File: src/rtl/gpu_pkg.sv
// Shared GPU definitions: display geometry, pixel width, fill FSM states and
// the {v, h} VRAM address packing used by the CPU-side port.
package gpu_pkg;
    localparam int H_RES  = 200;
    localparam int V_RES  = 150;
    localparam int DATA_W = 12;

    typedef enum logic [1:0] {
        ST_IDLE = 2'd0,
        ST_RUN  = 2'd1,
        ST_DONE = 2'd2
    } fill_state_t;

    function automatic logic [15:0] pack_addr(input logic [7:0] v, input logic [7:0] h);
        return {v, h};
    endfunction
endpackage

File: src/rtl/fill_addr_gen.sv
// Row-major pixel walker for the fill engine: latches the clipped rectangle
// bounds and steps h/v one pixel per advance.
module fill_addr_gen (
    input  logic       clk,
    input  logic       rst_n,
    input  logic       i_load,
    input  logic [7:0] i_x0,
    input  logic [7:0] i_y0,
    input  logic [8:0] i_x_end,
    input  logic [8:0] i_y_end,
    input  logic       i_adv,
    output logic [7:0] o_h,
    output logic [7:0] o_v,
    output logic       o_last
);
    logic [7:0] r_x0;
    logic [8:0] r_x_end;
    logic [8:0] r_y_end;
    logic [7:0] r_h;
    logic [7:0] r_v;
    logic       w_h_wrap;
    logic       w_v_last;

    // Bounds are exclusive and may equal 200/150, so compare in 9 bits.
    assign w_h_wrap = ({1'b0, r_h} + 9'd1) == r_x_end;
    assign w_v_last = ({1'b0, r_v} + 9'd1) == r_y_end;
    assign o_last   = w_h_wrap & w_v_last;
    assign o_h      = r_h;
    assign o_v      = r_v;

    always_ff @(posedge clk or negedge rst_n) begin
        if (!rst_n) begin
            r_x0    <= '0;
            r_x_end <= '0;
            r_y_end <= '0;
            r_h     <= '0;
            r_v     <= '0;
        end else if (i_load) begin
            r_x0    <= i_x0;
            r_x_end <= i_x_end;
            r_y_end <= i_y_end;
            r_h     <= i_x0;
            r_v     <= i_y0;
        end else if (i_adv) begin
            if (w_h_wrap) begin
                r_h <= r_x0;
                r_v <= r_v + 8'd1;
            end else begin
                r_h <= r_h + 8'd1;
            end
        end
    end
endmodule

File: src/rtl/vram_arbiter_fill.sv
// Shares the CPU-side VRAM port between CPU single accesses and a rectangle
// fill engine, alternating grants when both request in the same cycle.
module vram_arbiter_fill
    import gpu_pkg::*;
(
    input  logic              clk,
    input  logic              rst_n,
    input  logic              cpu_we_i,
    input  logic              cpu_re_i,
    input  logic [15:0]       cpu_addr_i,
    input  logic [DATA_W-1:0] cpu_data_i,
    output logic              cpu_ready_o,
    output logic [DATA_W-1:0] cpu_rdata_o,
    output logic              cpu_rvalid_o,
    input  logic              fill_start_i,
    input  logic [7:0]        fill_x0_i,
    input  logic [7:0]        fill_y0_i,
    input  logic [7:0]        fill_w_i,
    input  logic [7:0]        fill_h_i,
    input  logic [DATA_W-1:0] fill_color_i,
    output logic              fill_busy_o,
    output logic              fill_done_o,
    output logic              vram_we_o,
    output logic              vram_re_o,
    output logic [15:0]       vram_addr_o,
    output logic [DATA_W-1:0] vram_data_o,
    input  logic [DATA_W-1:0] vram_data_i
);
    fill_state_t       r_state;
    logic [DATA_W-1:0] r_color;
    logic              r_last_fill;
    logic              r_rd_pend;
    logic [DATA_W-1:0] r_rdata;

    logic [8:0]  w_x_sum, w_y_sum, w_x_end, w_y_end;
    logic        w_empty, w_accept, w_load;
    logic        w_cpu_req, w_fill_req, w_cpu_gnt, w_fill_gnt;
    logic [7:0]  w_h, w_v;
    logic        w_last;

    assign w_x_sum  = {1'b0, fill_x0_i} + {1'b0, fill_w_i};
    assign w_y_sum  = {1'b0, fill_y0_i} + {1'b0, fill_h_i};
    assign w_x_end  = (w_x_sum > 9'(H_RES)) ? 9'(H_RES) : w_x_sum;
    assign w_y_end  = (w_y_sum > 9'(V_RES)) ? 9'(V_RES) : w_y_sum;
    assign w_empty  = (fill_w_i == 8'd0) || (fill_h_i == 8'd0) ||
                      ({1'b0, fill_x0_i} >= 9'(H_RES)) || ({1'b0, fill_y0_i} >= 9'(V_RES));
    assign w_accept = (r_state == ST_IDLE) && fill_start_i;
    assign w_load   = w_accept && !w_empty;

    // CPU request is masked during reset so every output reads zero while rst_n is low.
    assign w_cpu_req  = (cpu_we_i | cpu_re_i) & rst_n;
    assign w_fill_req = (r_state == ST_RUN);
    assign w_cpu_gnt  = w_cpu_req & (~w_fill_req | r_last_fill);
    assign w_fill_gnt = w_fill_req & ~w_cpu_gnt;

    fill_addr_gen u_addr_gen (
        .clk     (clk),
        .rst_n   (rst_n),
        .i_load  (w_load),
        .i_x0    (fill_x0_i),
        .i_y0    (fill_y0_i),
        .i_x_end (w_x_end),
        .i_y_end (w_y_end),
        .i_adv   (w_fill_gnt),
        .o_h     (w_h),
        .o_v     (w_v),
        .o_last  (w_last)
    );

    always_ff @(posedge clk or negedge rst_n) begin
        if (!rst_n) begin
            r_state <= ST_IDLE;
            r_color <= '0;
        end else begin
            case (r_state)
                ST_IDLE: if (w_accept) begin
                    r_state <= w_empty ? ST_DONE : ST_RUN;
                    r_color <= fill_color_i;
                end
                ST_RUN:  if (w_fill_gnt && w_last) r_state <= ST_DONE;
                ST_DONE: r_state <= ST_IDLE;
                default: r_state <= ST_IDLE;
            endcase
        end
    end

    always_ff @(posedge clk or negedge rst_n) begin
        if (!rst_n) begin
            r_last_fill <= 1'b1;
            r_rd_pend   <= 1'b0;
            r_rdata     <= '0;
        end else begin
            if (w_cpu_req && w_fill_req) r_last_fill <= w_fill_gnt;
            r_rd_pend <= w_cpu_gnt & cpu_re_i & ~cpu_we_i;
            if (r_rd_pend) r_rdata <= vram_data_i;
        end
    end

    assign fill_busy_o  = (r_state == ST_RUN);
    assign fill_done_o  = (r_state == ST_DONE);
    assign cpu_ready_o  = w_cpu_gnt;
    assign cpu_rvalid_o = r_rd_pend;
    assign cpu_rdata_o  = r_rd_pend ? vram_data_i : r_rdata;

    always_comb begin
        vram_we_o   = 1'b0;
        vram_re_o   = 1'b0;
        vram_addr_o = '0;
        vram_data_o = '0;
        if (w_cpu_gnt) begin
            vram_we_o   = cpu_we_i;
            vram_re_o   = cpu_re_i & ~cpu_we_i;
            vram_addr_o = cpu_addr_i;
            vram_data_o = cpu_data_i;
        end else if (w_fill_gnt) begin
            vram_we_o   = 1'b1;
            vram_addr_o = pack_addr(w_v, w_h);
            vram_data_o = r_color;
        end
    end
endmodule

File: config.mk
export PLATFORM = sky130hd
export DESIGN_NAME = vram_arbiter_fill
export DESIGN_NICKNAME = d
export VERILOG_FILES = /design/src/rtl/gpu_pkg.sv /design/src/rtl/fill_addr_gen.sv /design/src/rtl/vram_arbiter_fill.sv
export SDC_FILE = /design/constraint.sdc
export NUM_CORES = 1
export LEC_CHECK = 0
export ABC_CLOCK_PERIOD_IN_PS = 2200
export BUFFER_PORTS_ARGS = -buffer_cell sky130_fd_sc_hd__buf_4
export CAP_MARGIN = 15
export CORE_ASPECT_RATIO = 1.25
export CORE_UTILIZATION = 35
export DETAILED_ROUTE_END_ITERATION = 10
export PLACE_DENSITY_LB_ADDON = 0.2
export SYNTH_ARGS = -nofsm -noshare
export SYNTH_HDL_FRONTEND = slang
export SYNTH_SLANG_ARGS = --single-unit
File: constraint.sdc
create_clock -name clk -period 2.2 [get_ports clk]
set_input_delay 0.33 -clock clk [delete_from_list [all_inputs] [get_ports clk]]
set_output_delay 0.33 -clock clk [all_outputs]
set_load 0.01 [all_outputs]
# [Word-level counts from Yosys, hierarchy flattened]
# Cells that the tools add are included.
[op_classes] mux=20 n_lt_le_gt_ge=4 reduce_logical=16 n_eq_ne=6 n_bitwise=12 addsub=6
[ops] cell="$mux 8" n=6
[ops] cell="$mux 12" n=3
[ops] cell="$mux 16" n=2
[ops] cell="$add 8x1->9 const B" n=2
[ops] cell="$add 8x8->9" n=2
[ops] cell="$eq 9x9->1" n=2
[ops] cell="$gt 9x8->1 const B" n=2
[ops] cell="$mux 9" n=2
[ops] cell="$add 8x1->8 const B" n=2
[ops] cell="$ge 8x8->1 const B" n=2
[ops] cell="$logic_not 8->1" n=2
[ops] cell="$and 1x1->1" n=7
[ops] cell="$mux 2" n=3
[ops] cell="$reduce_and 2->1" n=3
[ops] cell="$logic_and 1x1->1" n=4
[ops] cell="$pmux 2 s2" n=1
[ops] cell="$reduce_bool 2->1" n=2
[ops] cell="$logic_or 1x1->1" n=3
[ops] cell="$mux 1" n=3
[ops] cell="$not 1->1" n=3
[ops] cell="$eq 2x1->1 const B" n=1
[ops] cell="$eq 2x2->1 const B" n=1
[ops] cell="$logic_not 2->1" n=1
[ops] cell="$ne 2x1->1 const B" n=1
[ops] cell="other kinds (3)" n=4
[totals] register_bits=70 inputBits=89 word_cells=74 output_inout_bits=46

# [Logic depth before layout (Yosys ltp)]
# Gate-level depths: netlist (run 1).
[logic_depth] ltp_word=9 mapped_depth=8 depth_no_buf=8

# [Modules after synthesis]
# A second synthesis (run 1) with hierarchy kept.
[unflattened] cells_unflattened=525 hier_area_um2=4878.4
[modules_own_cells] mod="vram_arbiter_fill" area_each_um2=2481.1 instances=1 cells_per_inst=293
[modules_own_cells] mod="fill_addr_gen" area_each_um2=2397.3 instances=1 cells_per_inst=232

# [Least setup slack after synthesis (run 1)]
# OpenSTA, ideal clock, no wires.
[synth_path] path_type="input to register" startpoint="input port fill_x0_i[0]" endpoint="register u_addr_gen.r_x_end[0]" arrival_time_ps=2229 setup_slack_ps=-165 required_ps=2064 path_stages=8 path_buffers=0 setup_time_ps=136 cell_sequence="ha_1 fa_1 a21o_1 a21oi_1 xor2_1 a311o_1 a211oi_1 o21ai_0"
[synth_between] elab_chain_cells=5 elab_cells_between_ends=8 cone_classes="1 x add/sub; 2 x order compare; 1 x mux; 4 x reduce/logical"
[synth_rtl] element="start, declared" line_no="vram_arbiter_fill.sv:16" text="input logic [7:0] fill_x0_i,"
[synth_rtl] element="parallel branches: the longest is 5 deep, another holds $add 8x8->9"
[synth_rtl] element="end signal, assigned" line_no="fill_addr_gen.sv:40" text="r_x_end <= i_x_end;"
[synth_rtl] element="end, declared" line_no="fill_addr_gen.sv:17" text="logic [8:0] r_x_end;"
# Several ways; the timed one is not identified.
# A chain may end at the register's enable or synchronous reset.

# [Final worst setup path (run 1)]
[layout_path] startpoint="register u_addr_gen.r_h[0], in the netlist u_addr_gen.o_h[0]" endpoint="register u_addr_gen.r_v[0], in the netlist u_addr_gen.o_v[0]"
[layout_between] elab_chain_cells=4
[layout_rtl] element="start, declared" line_no="fill_addr_gen.sv:19" text="logic [7:0] r_h;"
[layout_rtl] element="start signal, assigned" line_no="fill_addr_gen.sv:42" text="r_h <= i_x0;"
[layout_rtl] element="start signal, assigned" line_no="fill_addr_gen.sv:46" text="r_h <= r_x0;"
[layout_rtl] element="start signal, assigned" line_no="fill_addr_gen.sv:49" text="r_h <= r_h + 8'd1;"
[layout_rtl] element="$add 8x1->9" line_no="fill_addr_gen.sv:25" text="assign w_h_wrap = ({1'b0, r_h} + 9'd1) == r_x_end;"
[layout_rtl] element="$eq 9x9->1" line_no="fill_addr_gen.sv:25"
[layout_rtl] element="$reduce_bool 2->1 (no source line)"
[layout_rtl] element="$reduce_and 2->1 (no source line)"
[layout_rtl] element="end signal, assigned" line_no="fill_addr_gen.sv:43" text="r_v <= i_y0;"
[layout_rtl] element="end signal, assigned" line_no="fill_addr_gen.sv:47" text="r_v <= r_v + 8'd1;"
[layout_rtl] element="end, declared" line_no="fill_addr_gen.sv:20" text="logic [7:0] r_v;"
# Every way passes these cells.

==> flow_summary.toml, run 1 <==
[die]
die_h_um = 132
core_area_um2 = 13200
start_util_pct = 35.8
rows = 47
dieArea_um2 = 14000
die_x_um = 106
io_pins = 135

[logic_synthesis]
synthAdderAreaFrac_pct = 5.62
ys_top_cells_by_area = "dfrtp_1 37%, nand2_1 8.5%, mux2_2 6.0%"
ys_seq_area_share_pct = 37.1
synthSimpleGateAreaFrac_pct = 23.5
synthXorXnorAreaFrac_pct = 7.16
yosys_warnings = 0
synth-seq-cells = 70
synth_compound_area_share_pct = 17.3
async_reset_ff_share_pct = 100
yosysTopAreaCellShare_pct = 36.6
syn_nets = 647
yosysUniqueCellTypes = 60
synth_edf_count = 0
synth_top_family_by_area = "simple AND/OR/NAND/NOR gates"
yosysTopAreaCell = "dfrtp_1"
syn-instance-count = 538
synthFlopType = "dfrtp_1"
syn_area_per_cell_um2 = 8.77
syn-cell-area_um2 = 4720
muxShareOfSynthArea_pct = 5.96

[final_layout]
drive_gt1_share_pct = 43.8
num-nets-final = 881
num_antenna_cells = 0
final_common_cell = "buf_4"
nFillCells = 1197
final_util_pct = 56.0
area_growth_syn_to_layout_pct = 56.2
final_cell_mix = "244 x buf_4, 106 x nand2_1, 64 x dfrtp_1"

[worst_setup_path]
start_kind = "flop"
cpPeakStageDelay_ps = 410
cp_slowest_cell = "or3_4"
cp.required_ps = 2450
critPathCaptureType = "flop"
path_cells = "buf_4 -> nand2_1 -> or3_4 -> a21oi_4 -> buf_4 -> o211ai_4 -> buf_4 -> or3_1 -> a31oi_1"
worstPathArrival_ps = 2430
critPathMostFrequentCell = "buf_4"
path_max_fanout = 5
path_class = "flop to flop"

[placed_design]
io_buffer_count = 134
place_hpwl_mm = 11.1
preCtsSetupSlack_ps = -307
gp_congestion = 0.858

[sta]
hold_viol_final = 0
clock_skew_ps = 9.76
tightest_slew_ps = 891
fmax_ghz = 0.458
grt_setup_unrepaired = "yes"
slew_headroom_pct = 40.6
setup_total_negative_slack_ps = 0
fin_ws_ps = 15.0
timing.final.crit_share_pct = 99.3
slew_violations = 0
min_period_ps = 2190
setup_viol = 0

[clock_tree]
cts_tree = "built"
clock_sinks = 70
cts.clk_slew.worst_paths_ps = 60
cts_root_buf = "clkbuf_16"
clock_latency_ps = 340
cts_buffer_depth = 2
cts_buffers = 9
htreeDepth = 3

[routing]
first_pass_iters = 5
vias = 4932
ant_nets = 0
drt-initial-drc-count = 295
via_per_inst = 5.20
drc_errors = 0
wl_mm = 14.8
wl_per_cell_um = 15.6

[pwr]
vdd_drop_max_mv = 0.544
p_leak_nw = 3.50
p_per_area_nw_per_um2 = 1200

[status]
status = "complete, no violations"

[global_route]
grt_usage_pct = 21.4
grt_pass1_vias = 4890
grt_start_max_net_pins = 71
grt_overflow = 0
antenna_found_initial = 0
grt_first_pass_wirelength_mm = 23.8

[worst_hold_path]
hold_path_class = "primary input to flop"

[flow_run]
maxCapViolations = 0
per-layer routing:
| layer | track usage (%) | part of all wire, % | vias to the layer above |
|---|---|---|---|
| li1 | - | - | 2434 |
| met1 | 27.5 | 43 | 2313 |
| met2 | 36.4 | 50 | 163 |
| met3 | 3.11 | 5.0 | 22 |
| met4 | 7.56 | 2.1 | 0 |
| met5 | 0 | 0 | - |
logic make-up (layout without fill, tap and decap cells):
logic type               count (synthesis)  count (layout)
AND/OR/NAND/NOR                        236             236
XOR/XNOR                                37              37
adder cells (fa/ha/maj)                 20              20
AO/OA/AOI/OAI                          113             114
flip-flops                              70              70
multiplexers                            25              25
buffers and inverters                   37             275
state kept, by name, summed over array words and instances (netlist names):
register / count
u_addr_gen.r_x_end: 9
u_addr_gen.r_x0: 8
cpu_rvalid_o: 1
r_color: 12
u_addr_gen.r_y_end: 9
r_rdata: 12
r_last_fill: 1
r_state: 2
u_addr_gen.o_v: 8
u_addr_gen.o_h: 8
critical path, delay by kind of cell, from the launching register on:
kind            cells  cell delay, ps
buf+inv             3             460
flops               1             380
simple gates        3             800
compound gates      3             450
area by class of cell:
type                            instances  area (um^2)  area share [%]
Multi-Input combinational cell        432         3130            42.4
Timing Repair Buffer                  251         1930            26.1
Sequential cell                        70         1760            23.9
Clock buffer                           10          229            3.11
Tap cell                              171          214            2.90
Clock inverter                          6         87.6            1.19
Inverter                                8         30.0           0.407
final timing paths:
check / from / cells after the start / slack [ps] / endpoint
worst min register to register: u_addr_gen.r_x0[4]$_DFFE_PN0P_ / 2 / 480 / u_addr_gen.r_x0[4]$_DFFE_PN0P_
max in group asynchronous: rst_n / 2 / 1320 / u_addr_gen.o_h[0]$_DFFE_PN0P_
min in group asynchronous: rst_n / 2 / 230 / r_color[10]$_DFFE_PN0P_
worst min-delay path: cpu_we_i / 2 / 180 / cpu_rvalid_o$_DFF_PN0_
worst max register to register: u_addr_gen.o_h[0]$_DFFE_PN0P_ / 9 / 10 / u_addr_gen.o_v[0]$_DFFE_PN0P_
worst max-delay path: u_addr_gen.o_h[0]$_DFFE_PN0P_ / 9 / 10 / u_addr_gen.o_v[0]$_DFFE_PN0P_
what timing repair did:
action | 4_1_cts | 5_1_grt
pin swaps | 8 | 26
endpoints found under the setup margin | 20 | 56
setup buffers | 1 | 12
hold buffers | 0 | 0
gates resized for setup | 18 | 35
gates cloned | 1 | 0
report_power, final:
part           total [W]  switching, W  internal, W
sequential       0.00236      0.000476      0.00188
clock            0.00155      0.000561     0.000992
combinational    0.00497       0.00242      0.00255
total            0.00888       0.00346      0.00542
synth_stat cells, drive strengths merged (4+ instances only):
cell type  instances
nand2            107
dfrtp             69
nand3             42
nor2              28
mux2              25
xnor2             20
clkbuf            19
o21ai             19
ha                18
xor2              16
a21oi             14
a31oi             14
o31ai             14
nor3              11
buf               10
inv                8
or4                8
a22o               7
nor4               7
or3                7
a211o              6
a21o               6
a221o              5
nand2b             5
nor3b              5
a211oi             4
stage by stage:
stage | hold slack (ps) | std cells | area [um^2] | power, W
3_3_place_gp | 462 | 919 | 6670 | 0.00655
2_1_floorplan | 34.4 | 538 | 4750 | 0.00476
3_5_place_dp | 468 | 919 | 6670 | 0.00668
5_1_grt | 182 | 948 | 7370 | 0.00951
6_report | 184 | 948 | 7370 | 0.00888
4_1_cts | 173 | 937 | 7100 | 0.00846
(Power assumes the default switching activity.)
==> inputs of run 2 (changes only) <==
--- a/config.mk
+++ b/config.mk
@@ -9,7 +9,7 @@
 export BUFFER_PORTS_ARGS = -buffer_cell sky130_fd_sc_hd__buf_4
 export CAP_MARGIN = 15
 export CORE_ASPECT_RATIO = 1.25
-export CORE_UTILIZATION = 35
+export CORE_UTILIZATION = 48
 export DETAILED_ROUTE_END_ITERATION = 10
 export PLACE_DENSITY_LB_ADDON = 0.2
 export SYNTH_ARGS = -nofsm -noshare
==> run 2 against run 1 <==
Against the previous run: the run now ends with setup timing left; final cell count shrank 5.6%; sequential share of layout area up 0.65 points; die area decreased by 27%; count of clock-buffer cells in the layout shrank 1; non-clock buffer count decreased by 8; largest power group unchanged.
==> flow_summary.toml, run 2 (synthesized netlist as in run 1, its figures left out) <==
[routing]
via_per_inst = 5.73
wl_met2_mm = 7.61
wl_per_cell_um = 17.0
met3_length_mm = 1.02
drt-initial-drc-count = 423
vias = 5125
ant_nets = 0
first_pass_iters = 5
met1_length_mm = 6.01
wl_mm = 15.2
routed.top_layer = "met4"
drc_errors = 0

[global_route]
grt_pass1_vias = 4958
antenna_found_initial = 0
grt_overflow = 0
grt_first_pass_wirelength_mm = 24.1
grt_usage_pct = 29.7
grt_start_max_net_pins = 71

[clock_tree]
cts_tree = "built"
clock_latency_ps = 340
cts_buffers = 9
cts.clk_slew.worst_paths_ps = 50
cts_buffer_depth = 2
htreeDepth = 3
cts_root_buf = "clkbuf_16"
clock_sinks = 70

[pwr]
finalPower_w = 0.00875
power.switching_w = 0.00350
p_per_area_nw_per_um2 = 1220
vdd_drop_max_mv = 0.614
p_leak_nw = 3.41
clockPowerShare_pct = 16.2
switching_share_pct = 40.0
combPwrFrac_pct = 56.6
p_int_w = 0.00524
seqPwrFrac_pct = 27.2

[final_layout]
nFillCells = 701
final_cell_mix = "233 x buf_4, 104 x nand2_1, 64 x dfrtp_1"
num-nets-final = 873
top_regs = "r_color (12), r_rdata (12)"
drive_gt1_share_pct = 42.7
stdcell_area_um2 = 7180
final_util_pct = 74.7
num_antenna_cells = 0
area_growth_syn_to_layout_pct = 52.1
final_common_cell = "buf_4"

[die]
start_util_pct = 49.1
core_area_um2 = 9610
io_pins = 135
rows = 40
die_x_um = 90.7
die_h_um = 113
dieArea_um2 = 10200

[status]
failed_checks = "setup timing"
status = "finished with violations"

[worst_setup_path]
path_max_fanout = 5
start_kind = "flop"
worstPathArrival_ps = 2540
r2r_slack_ps = -80
cp.required_ps = 2460
critPathCaptureType = "flop"
path_class = "flop to flop"

[sta]
fmax_ghz = 0.438
timing.final.crit_share_pct = 104
clock_skew_ps = 6.96
hold_viol_final = 0
slew_violations = 0
tightest_slew_ps = 883
grt_setup_unrepaired = "yes"
setup_viol = 8
holdWs_ps = 178
fin_ws_ps = -83.9
slew_headroom_pct = 41.1
min_period_ps = 2280

[worst_hold_path]
hold_path_class = "primary input to flop"

[placed_design]
preCtsSetupSlack_ps = -303
io_buffer_count = 134
gp_congestion = 0.848
dpl_cell_area_um2 = 6590
place_hpwl_mm = 11.2

[flow_run]
maxCapViolations = 0
-- run 2: final cells by class --
cell class                      count  area (um^2)  share of cell area, %
Clock inverter                      7         65.1                  0.906
Sequential cell                    70         1760                   24.5
Tap cell                          126          158                   2.20
Timing Repair Buffer              243         1890                   26.3
Clock buffer                        9          225                   3.14
Inverter                            8         33.8                  0.471
Multi-Input combinational cell    432         3050                   42.5
-- run 2: timing repair --
| item | 4_1_cts | 5_1_grt |
|---|---|---|
| endpoints found under the setup margin | 45 | 46 |
| pin swaps | 8 | 3 |
| buffers inserted | 4 | 5 |
| resized for setup | 18 | 27 |
| cloned | 0 | 1 |
| hold buffers | 0 | 0 |
| hold endpoints to repair | 0 | 0 |
-- run 2: worst paths after layout --
kind,startpoint,to,depth (start not counted)
max in group asynchronous,rst_n,u_addr_gen.o_h[3]$_DFFE_PN0P_,2
min reg2reg,u_addr_gen.r_x0[1]$_DFFE_PN0P_,u_addr_gen.r_x0[1]$_DFFE_PN0P_,2
min,cpu_we_i,cpu_rvalid_o$_DFF_PN0_,2
max reg2reg,u_addr_gen.o_h[1]$_DFFE_PN0P_,u_addr_gen.o_v[3]$_DFFE_PN0P_,8
min in group asynchronous,rst_n,r_color[11]$_DFFE_PN0P_,2
max,u_addr_gen.o_h[1]$_DFFE_PN0P_,u_addr_gen.o_v[3]$_DFFE_PN0P_,8
-- run 2: power groups by stage --
stage / registers, W / logic (W) / clock network [W]
after detailed placement: 0.00232 / 0.00443 / 0
after global placement: 0.00228 / 0.00429 / 0
after CTS: 0.00232 / 0.00462 / 0.00144
after floorplan: 0.00220 / 0.00256 / 0
final: 0.00238 / 0.00495 / 0.00141
after global routing: 0.00243 / 0.00537 / 0.00149
-- run 2: worst max-delay path, cell delays in order, from the launching register on --
cell,delay (ps)
dfrtp_2,430
ha_4,250
xnor2_1,240
nand3_2,170
nor4_4,150
buf_4,190
o211ai_4,110
or4_1,480
a31oi_1,190
-- run 2: through the flow --
step                      cells  TNS (ps)
after global placement      869     -1780
after global routing        895     -1670
final                       895      -493
after floorplan             538         0
after detailed placement    869     -3590
after CTS                   889      -190
-- run 2: routing by layer --
layer  vias up  global-route usage (%)
met5         -                       0
li1       2407                       -
met1      2436                    35.8
met3        51                    6.92
met4         0                    12.0
met2       231                    51.0
